[config.mk]
export PLATFORM = sky130hd
export DESIGN_NAME = pulpino_mem_banked
export DESIGN_NICKNAME = d
export VERILOG_FILES = /design/src/rtl/pulpino_mem_banked.sv
export SDC_FILE = /design/constraint.sdc
export NUM_CORES = 1
export LEC_CHECK = 0
export ABC_CLOCK_PERIOD_IN_PS = 5100
export BUFFER_PORTS_ARGS = -buffer_cell sky130_fd_sc_hd__buf_2
export CAP_MARGIN = 25
export CORE_AREA = 2 2 109 111
export CTS_BUF_LIST = sky130_fd_sc_hd__clkbuf_16
export DETAILED_ROUTE_END_ITERATION = 8
export DIE_AREA = 0 0 111 113
export GPL_ROUTABILITY_DRIVEN = 0
export PLACE_DENSITY = 0.78
export SYNTH_ARGS = -nofsm -noshare
export SYNTH_HDL_FRONTEND = slang
export SYNTH_SLANG_ARGS = --single-unit
[constraint.sdc]
create_clock -name clk -period 5.1 [get_ports clk]
set_input_delay 1.02 -clock clk [delete_from_list [all_inputs] [get_ports clk]]
set_output_delay 1.02 -clock clk [all_outputs]
set_load 0.01 [all_outputs]
[src/rtl/pulpino_mem_banked.sv]
// Banked core-side SRAM interface: one req/gnt/rvalid port fanned out to NUM_BANKS
// macros, each with its own ON/SLEEP/WAKE power-gating state machine.
module pulpino_mem_banked #(
  parameter int DATA_WIDTH  = 32,
  parameter int ADDR_WIDTH  = 13,
  parameter int NUM_BANKS   = 4,
  parameter int WAKE_CYCLES = 4,
  parameter int IDLE_CYCLES = 64
) (
  input  logic                                 clk,
  input  logic                                 rst_n,
  input  logic                                 testmode_i,
  input  logic [NUM_BANKS-1:0]                 sleep_en_i,
  input  logic                                 req_i,
  input  logic [ADDR_WIDTH-1:0]                addr_i,
  input  logic                                 we_i,
  input  logic [DATA_WIDTH/8-1:0]              be_i,
  input  logic [DATA_WIDTH-1:0]                wdata_i,
  output logic                                 gnt_o,
  output logic                                 rvalid_o,
  output logic [DATA_WIDTH-1:0]                rdata_o,
  output logic [NUM_BANKS-1:0]                 bank_en_o,
  output logic [ADDR_WIDTH-$clog2(NUM_BANKS)-1:0] bank_addr_o,
  output logic                                 bank_we_o,
  output logic [DATA_WIDTH/8-1:0]              bank_be_o,
  output logic [DATA_WIDTH-1:0]                bank_wdata_o,
  input  logic [NUM_BANKS*DATA_WIDTH-1:0]      bank_rdata_i,
  output logic [NUM_BANKS-1:0]                 bank_pwr_o,
  output logic [NUM_BANKS-1:0]                 bank_on_o
);

  localparam int BANK_W  = $clog2(NUM_BANKS);
  localparam int BADDR_W = ADDR_WIDTH - BANK_W;
  localparam int IDLE_W  = $clog2(IDLE_CYCLES + 1);
  localparam int WAKE_W  = $clog2(WAKE_CYCLES + 1);

  typedef enum logic [1:0] {
    ST_ON    = 2'd0,
    ST_SLEEP = 2'd1,
    ST_WAKE  = 2'd2
  } pwr_state_e;

  logic [BANK_W-1:0]     w_sel;
  logic [NUM_BANKS-1:0]  w_hit;
  logic [NUM_BANKS-1:0]  w_on;
  logic                  w_gnt;
  logic [DATA_WIDTH-1:0] w_slice [NUM_BANKS];

  logic                  r_rvalid;
  logic                  r_rd;
  logic [BANK_W-1:0]     r_sel;

  assign w_sel = addr_i[ADDR_WIDTH-1 -: BANK_W];
  assign w_hit = NUM_BANKS'(req_i) << w_sel;
  assign w_gnt = req_i & w_on[w_sel];

  assign gnt_o        = w_gnt;
  assign bank_en_o    = NUM_BANKS'(w_gnt) << w_sel;
  assign bank_addr_o  = addr_i[BADDR_W-1:0];
  assign bank_we_o    = we_i;
  assign bank_be_o    = be_i;
  assign bank_wdata_o = wdata_i;
  assign bank_on_o    = w_on;

  // Response is one cycle behind the grant; remember which bank and whether it was a read.
  always_ff @(posedge clk or negedge rst_n) begin
    if (!rst_n) begin
      r_rvalid <= 1'b0;
      r_rd     <= 1'b0;
      r_sel    <= '0;
    end else begin
      r_rvalid <= w_gnt;
      if (w_gnt) begin
        r_rd  <= ~we_i;
        r_sel <= w_sel;
      end
    end
  end

  assign rvalid_o = r_rvalid;
  assign rdata_o  = (r_rvalid && r_rd) ? w_slice[r_sel] : '0;

  for (genvar b = 0; b < NUM_BANKS; b++) begin : g_bank
    pwr_state_e        r_state;
    logic [IDLE_W-1:0] r_idle;
    logic [WAKE_W-1:0] r_wake;
    logic              r_pwr;
    logic              r_on;

    assign w_slice[b]    = bank_rdata_i[b*DATA_WIDTH +: DATA_WIDTH];
    assign w_on[b]       = r_on;
    assign bank_pwr_o[b] = r_pwr;

    // Idle count saturates, so a bank held awake by testmode sleeps as soon as it is released.
    always_ff @(posedge clk or negedge rst_n) begin
      if (!rst_n) begin
        r_state <= ST_ON;
        r_idle  <= '0;
        r_wake  <= '0;
        r_pwr   <= 1'b1;
        r_on    <= 1'b1;
      end else begin
        case (r_state)
          ST_ON: begin
            if (w_hit[b]) begin
              r_idle <= '0;
            end else if (sleep_en_i[b] && !testmode_i &&
                         r_idle >= IDLE_W'(IDLE_CYCLES - 1)) begin
              r_state <= ST_SLEEP;
              r_pwr   <= 1'b0;
              r_on    <= 1'b0;
              r_idle  <= '0;
            end else if (r_idle != IDLE_W'(IDLE_CYCLES)) begin
              r_idle <= r_idle + 1'b1;
            end
          end
          ST_SLEEP: begin
            if (w_hit[b] || !sleep_en_i[b] || testmode_i) begin
              r_state <= ST_WAKE;
              r_pwr   <= 1'b1;
              r_wake  <= '0;
            end
          end
          ST_WAKE: begin
            if (r_wake == WAKE_W'(WAKE_CYCLES - 1)) begin
              r_state <= ST_ON;
              r_on    <= 1'b1;
              r_idle  <= '0;
              r_wake  <= '0;
            end else begin
              r_wake <= r_wake + 1'b1;
            end
          end
          default: begin
            r_state <= ST_ON;
            r_pwr   <= 1'b1;
            r_on    <= 1'b1;
            r_idle  <= '0;
            r_wake  <= '0;
          end
        endcase
      end
    end
  end

endmodule

==> results_tabular.tex <==
\begin{tabular}{lr}
\hline
Metric & Value \\
\hline
\multicolumn{2}{l}{\textbf{Floorplan}} \\
CORE AREA & 11,300 µm² \\
Die extent in x & 111 µm \\
Core Rows & 39 \\
I/O pin count & 280 \\
Initial Utilization & 42.3\% \\
Die area & 12,500 µm² \\
Chip Height & 113 µm \\
\multicolumn{2}{l}{\textbf{Synth}} \\
Synth Cell Area & 4770 µm² \\
Number of nets in the synthesized netlist & 678 \\
Mapped Avg Cell Area & 9.94 µm² \\
Post-synthesis cell count & 480 \\
Most area-hungry cell type in the Yosys netlist & dfrtp\_1 \\
Fraction of registers with async set or reset after synthesis & 100\% \\
Biggest area contributors in the synthesized netlist & dfrtp\_1 (27\%), mux4\_2 (16\%), buf\_4 (8.8\%) \\
Portion of synthesized cell area occupied by the leading cell type & 27.3\% \\
Number of register bits inferred by synthesis & 60 \\
Most used DFF post-synth & dfrtp\_1 \\
Number of flops mapped to enable cells by yosys & 0 \\
Yosys warning total & 0 \\
Sequential fraction of the synthesis area & 31.7\% \\
Distinct cells, synth & 67 \\
\multicolumn{2}{l}{\textbf{Clock tree}} \\
Count of instances resized after the clock tree is built & 0 \\
Number of sinks on the clock net & 60 \\
CTS max path bufs & 2 \\
Post-CTS Setup Bufs & 0 \\
Clock root buffer master & clkbuf\_16 \\
Post-CTS clock slew at the launch and capture registers of the worst setup and hold paths & 0.05 ns \\
Number of levels the H-tree was split into & 3 \\
Clock Latency Late Sink & 0.32 ns \\
Number of buffers added to fix hold violations after cts & 0 \\
Total CTS buffers & 9 \\
Clock tree from TritonCTS & yes \\
\multicolumn{2}{l}{\textbf{Global route}} \\
Number of global-route vias before repair & 4,335 \\
Global-route congestion overflow total & 0 \\
Overall fraction of global-route tracks in use & 26.3\% \\
Antenna violations before repair & 3 \\
Maximum number of pins on one net before global-route repair & 61 \\
Global-route wire length before repair & 25,300 µm \\
\multicolumn{2}{l}{\textbf{Min path}} \\
Type of the tightest min-delay check & reg -> reg \\
\multicolumn{2}{l}{\textbf{Finish}} \\
Post-layout util & 50.6\% \\
Final layout net count & 799 \\
Layout cells sized above 1 & 42.9\% \\
Commonest non-fill, non-tap cells in the layout & buf\_2 (185), dfrtp\_1 (51), and3\_1 (37) \\
Layout overhead on the synthesized area & 19.6\% \\
Most frequent standard cell in the layout excluding fill and tap cells & buf\_2 \\
Filler Cell Count & 1,021 \\
\multicolumn{2}{l}{\textbf{Detailed routing}} \\
Total Routed Length & 16,900 µm \\
Via total after detailed routing & 4,515 \\
Post-DR vias/cell & 6.01 \\
Antenna Nets Post-Route & 0 \\
Drt first-iter violations & 325 \\
First-pass iteration count of the detailed router & 5 \\
WL/cell & 22.5 µm \\
DRC & 0 \\
\multicolumn{2}{l}{\textbf{Critical path}} \\
Sort of element at the start of the critical path & register \\
Classification of the worst setup path & reg -> out \\
Required time at the worst-slack endpoint & 4.08 ns \\
Arrival time of data at the critical path endpoint & 2.24 ns \\
Worst-path fanout max & 18 \\
Element type at the critical path end & output pin \\
\multicolumn{2}{l}{\textbf{Pwr}} \\
Static leakage & 2.92 nW \\
Power per standard cell area & 352 nW/µm² \\
Switching Share & 33.3\% \\
Fraction of power consumed by the clock network & 31.2\% \\
Gate power share & 32.2\% \\
Portion of total power attributed to sequential cells & 36.6\% \\
Net Switching & 0.000669 W \\
Worst supply voltage drop on vdd & 0.232 mV \\
Internal power & 0.00134 W \\
\multicolumn{2}{l}{\textbf{STA}} \\
Max\_slew headroom & 41.6\% \\
Unrepaired setup endpoints after global routing & no \\
Final count of pins violating max slew & 0 \\
Shortest clock period the worst path allows after layout & 3.26 ns \\
Worst clock skew on the final layout & 0.00711 ns \\
Final critical-path share of the clock period & 63.9\% \\
Setup violations, final & 0 \\
Number of hold violations in the final report & 0 \\
Max Fclk & 0.307 GHz \\
Final-layout worst hold slack & 0.483 ns \\
Total negative slack & 0 ns \\
Tightest Pin Transition & 0.876 ns \\
\multicolumn{2}{l}{\textbf{Placement}} \\
HPWL after detailed placement & 13,300 µm \\
Port buffer count & 185 \\
\multicolumn{2}{l}{\textbf{Run}} \\
Max cap viols & 0 \\
\multicolumn{2}{l}{\textbf{Run status}} \\
Run status & completed \\
\hline
\end{tabular}
-- final cells by class --
| cell class | count | area (µm²) | area share, % |
|---|---|---|---|
| repair buffers | 188 | 961 | 16.8 |
| diodes | 2 | 5.00 | 0.0877 |
| clock inverters | 7 | 82.6 | 1.45 |
| inverters | 24 | 90.1 | 1.58 |
| clock buffers | 9 | 225 | 3.95 |
| well taps | 143 | 179 | 3.14 |
| multi-input cells | 318 | 2650 | 46.4 |
| flip-flops and latches | 60 | 1510 | 26.5 |
-- per-layer routing --
metal / vias up / GRT usage [%] / part of all wire, %
met3: 39 / 17.2 / 15
li1: 2004 / - / -
met2: 292 / 37.7 / 43
met4: 10 / 5.92 / 1.4
met5: - / 11.8 / 1.4
met1: 2170 / 32.3 / 39
-- critical path: stages (launching register included) --
cell and delay, ns:
dfrtp_1 0.80, buf_4 0.39, mux4_2 0.37, and3_1 0.20
buf_2 0.14
-- Yosys cell counts, types with 2 or more instances --
cell type,number
a211o_1,3
a211oi_1,5
a21boi_0,3
a21o_1,7
a21oi_1,8
a221o_1,3
a22o_1,9
a22o_2,2
a2bb2oi_1,2
a31oi_1,4
a32oi_1,2
a41oi_1,3
and2_1,3
and2b_1,2
and3_1,37
and3_2,3
buf_2,7
buf_4,56
clkbuf_1,13
dfrtp_1,52
dfstp_2,8
ha_1,12
inv_1,24
mux2_2,3
mux2i_1,3
mux4_2,33
nand2_1,24
nand2b_1,13
nand3_1,21
nand3b_1,2
nor2_1,20
nor2b_1,6
nor3_1,15
nor4_1,7
o211ai_1,2
o21a_1,6
o21ai_0,15
o21ai_1,2
o22ai_1,7
o2bb2ai_1,2
o31ai_1,3
xnor2_1,3
-- power groups by stage --
stage          combinational (W)  sequential, W  clock [W]
2_1_floorplan           0.000541       0.000672          0
3_3_place_gp            0.000588       0.000743          0
3_5_place_dp            0.000615       0.000754          0
4_1_cts                 0.000623       0.000750   0.000634
5_1_grt                 0.000721       0.000756   0.000659
6_report                0.000647       0.000736   0.000626
-- worst paths after layout --
kind | slack (ns) | start | endpoint | cells after the start
max in group asynchronous | 3.71 | rst_n | r_sel[0] | 2
max | 1.84 | r_sel[1] | rdata_o[8] | 4
min reg2reg | 0.48 | g_bank[3].r_on | g_bank[3].r_on | 2
max reg2reg | 3.19 | g_bank[3].r_idle[0] | g_bank[3].r_idle[0] | 5
min in group asynchronous | 0.83 | rst_n | g_bank[1].r_idle[3] | 2
min | 0.48 | g_bank[3].r_on | g_bank[3].r_on | 2
-- cell families after synthesis --
family	Yosys count	synth area share (%)
flops	60	31.7
simple gates	164	19.1
xor+xnor	4	0.734
buf+inv	102	12.8
mux	40	17.2
fa+ha+maj	12	3.15
compound gates	98	15.4
-- through the flow --
| stage | total power [W] | instances | setup slack [ns] | instance area, µm² |
|---|---|---|---|---|
| 2_1_floorplan | 0.00121 | 480 | 2.18 | 4770 |
| 3_3_place_gp | 0.00133 | 732 | 1.96 | 5370 |
| 3_5_place_dp | 0.00137 | 732 | 1.94 | 5370 |
| 4_1_cts | 0.00201 | 748 | 1.63 | 5680 |
| 5_1_grt | 0.00214 | 750 | 1.78 | 5700 |
| 6_report | 0.00201 | 751 | 1.84 | 5710 |
-- flip-flops by register name, summed over array words and instances (netlist names) --
name / flops
g_bank.r_idle: 28
g_bank.r_on: 4
g_bank.r_pwr: 4
g_bank.r_state: 8
g_bank.r_wake: 12
r_rd: 1
r_sel: 2
rvalid_o: 1
(Power assumes the default switching activity.)
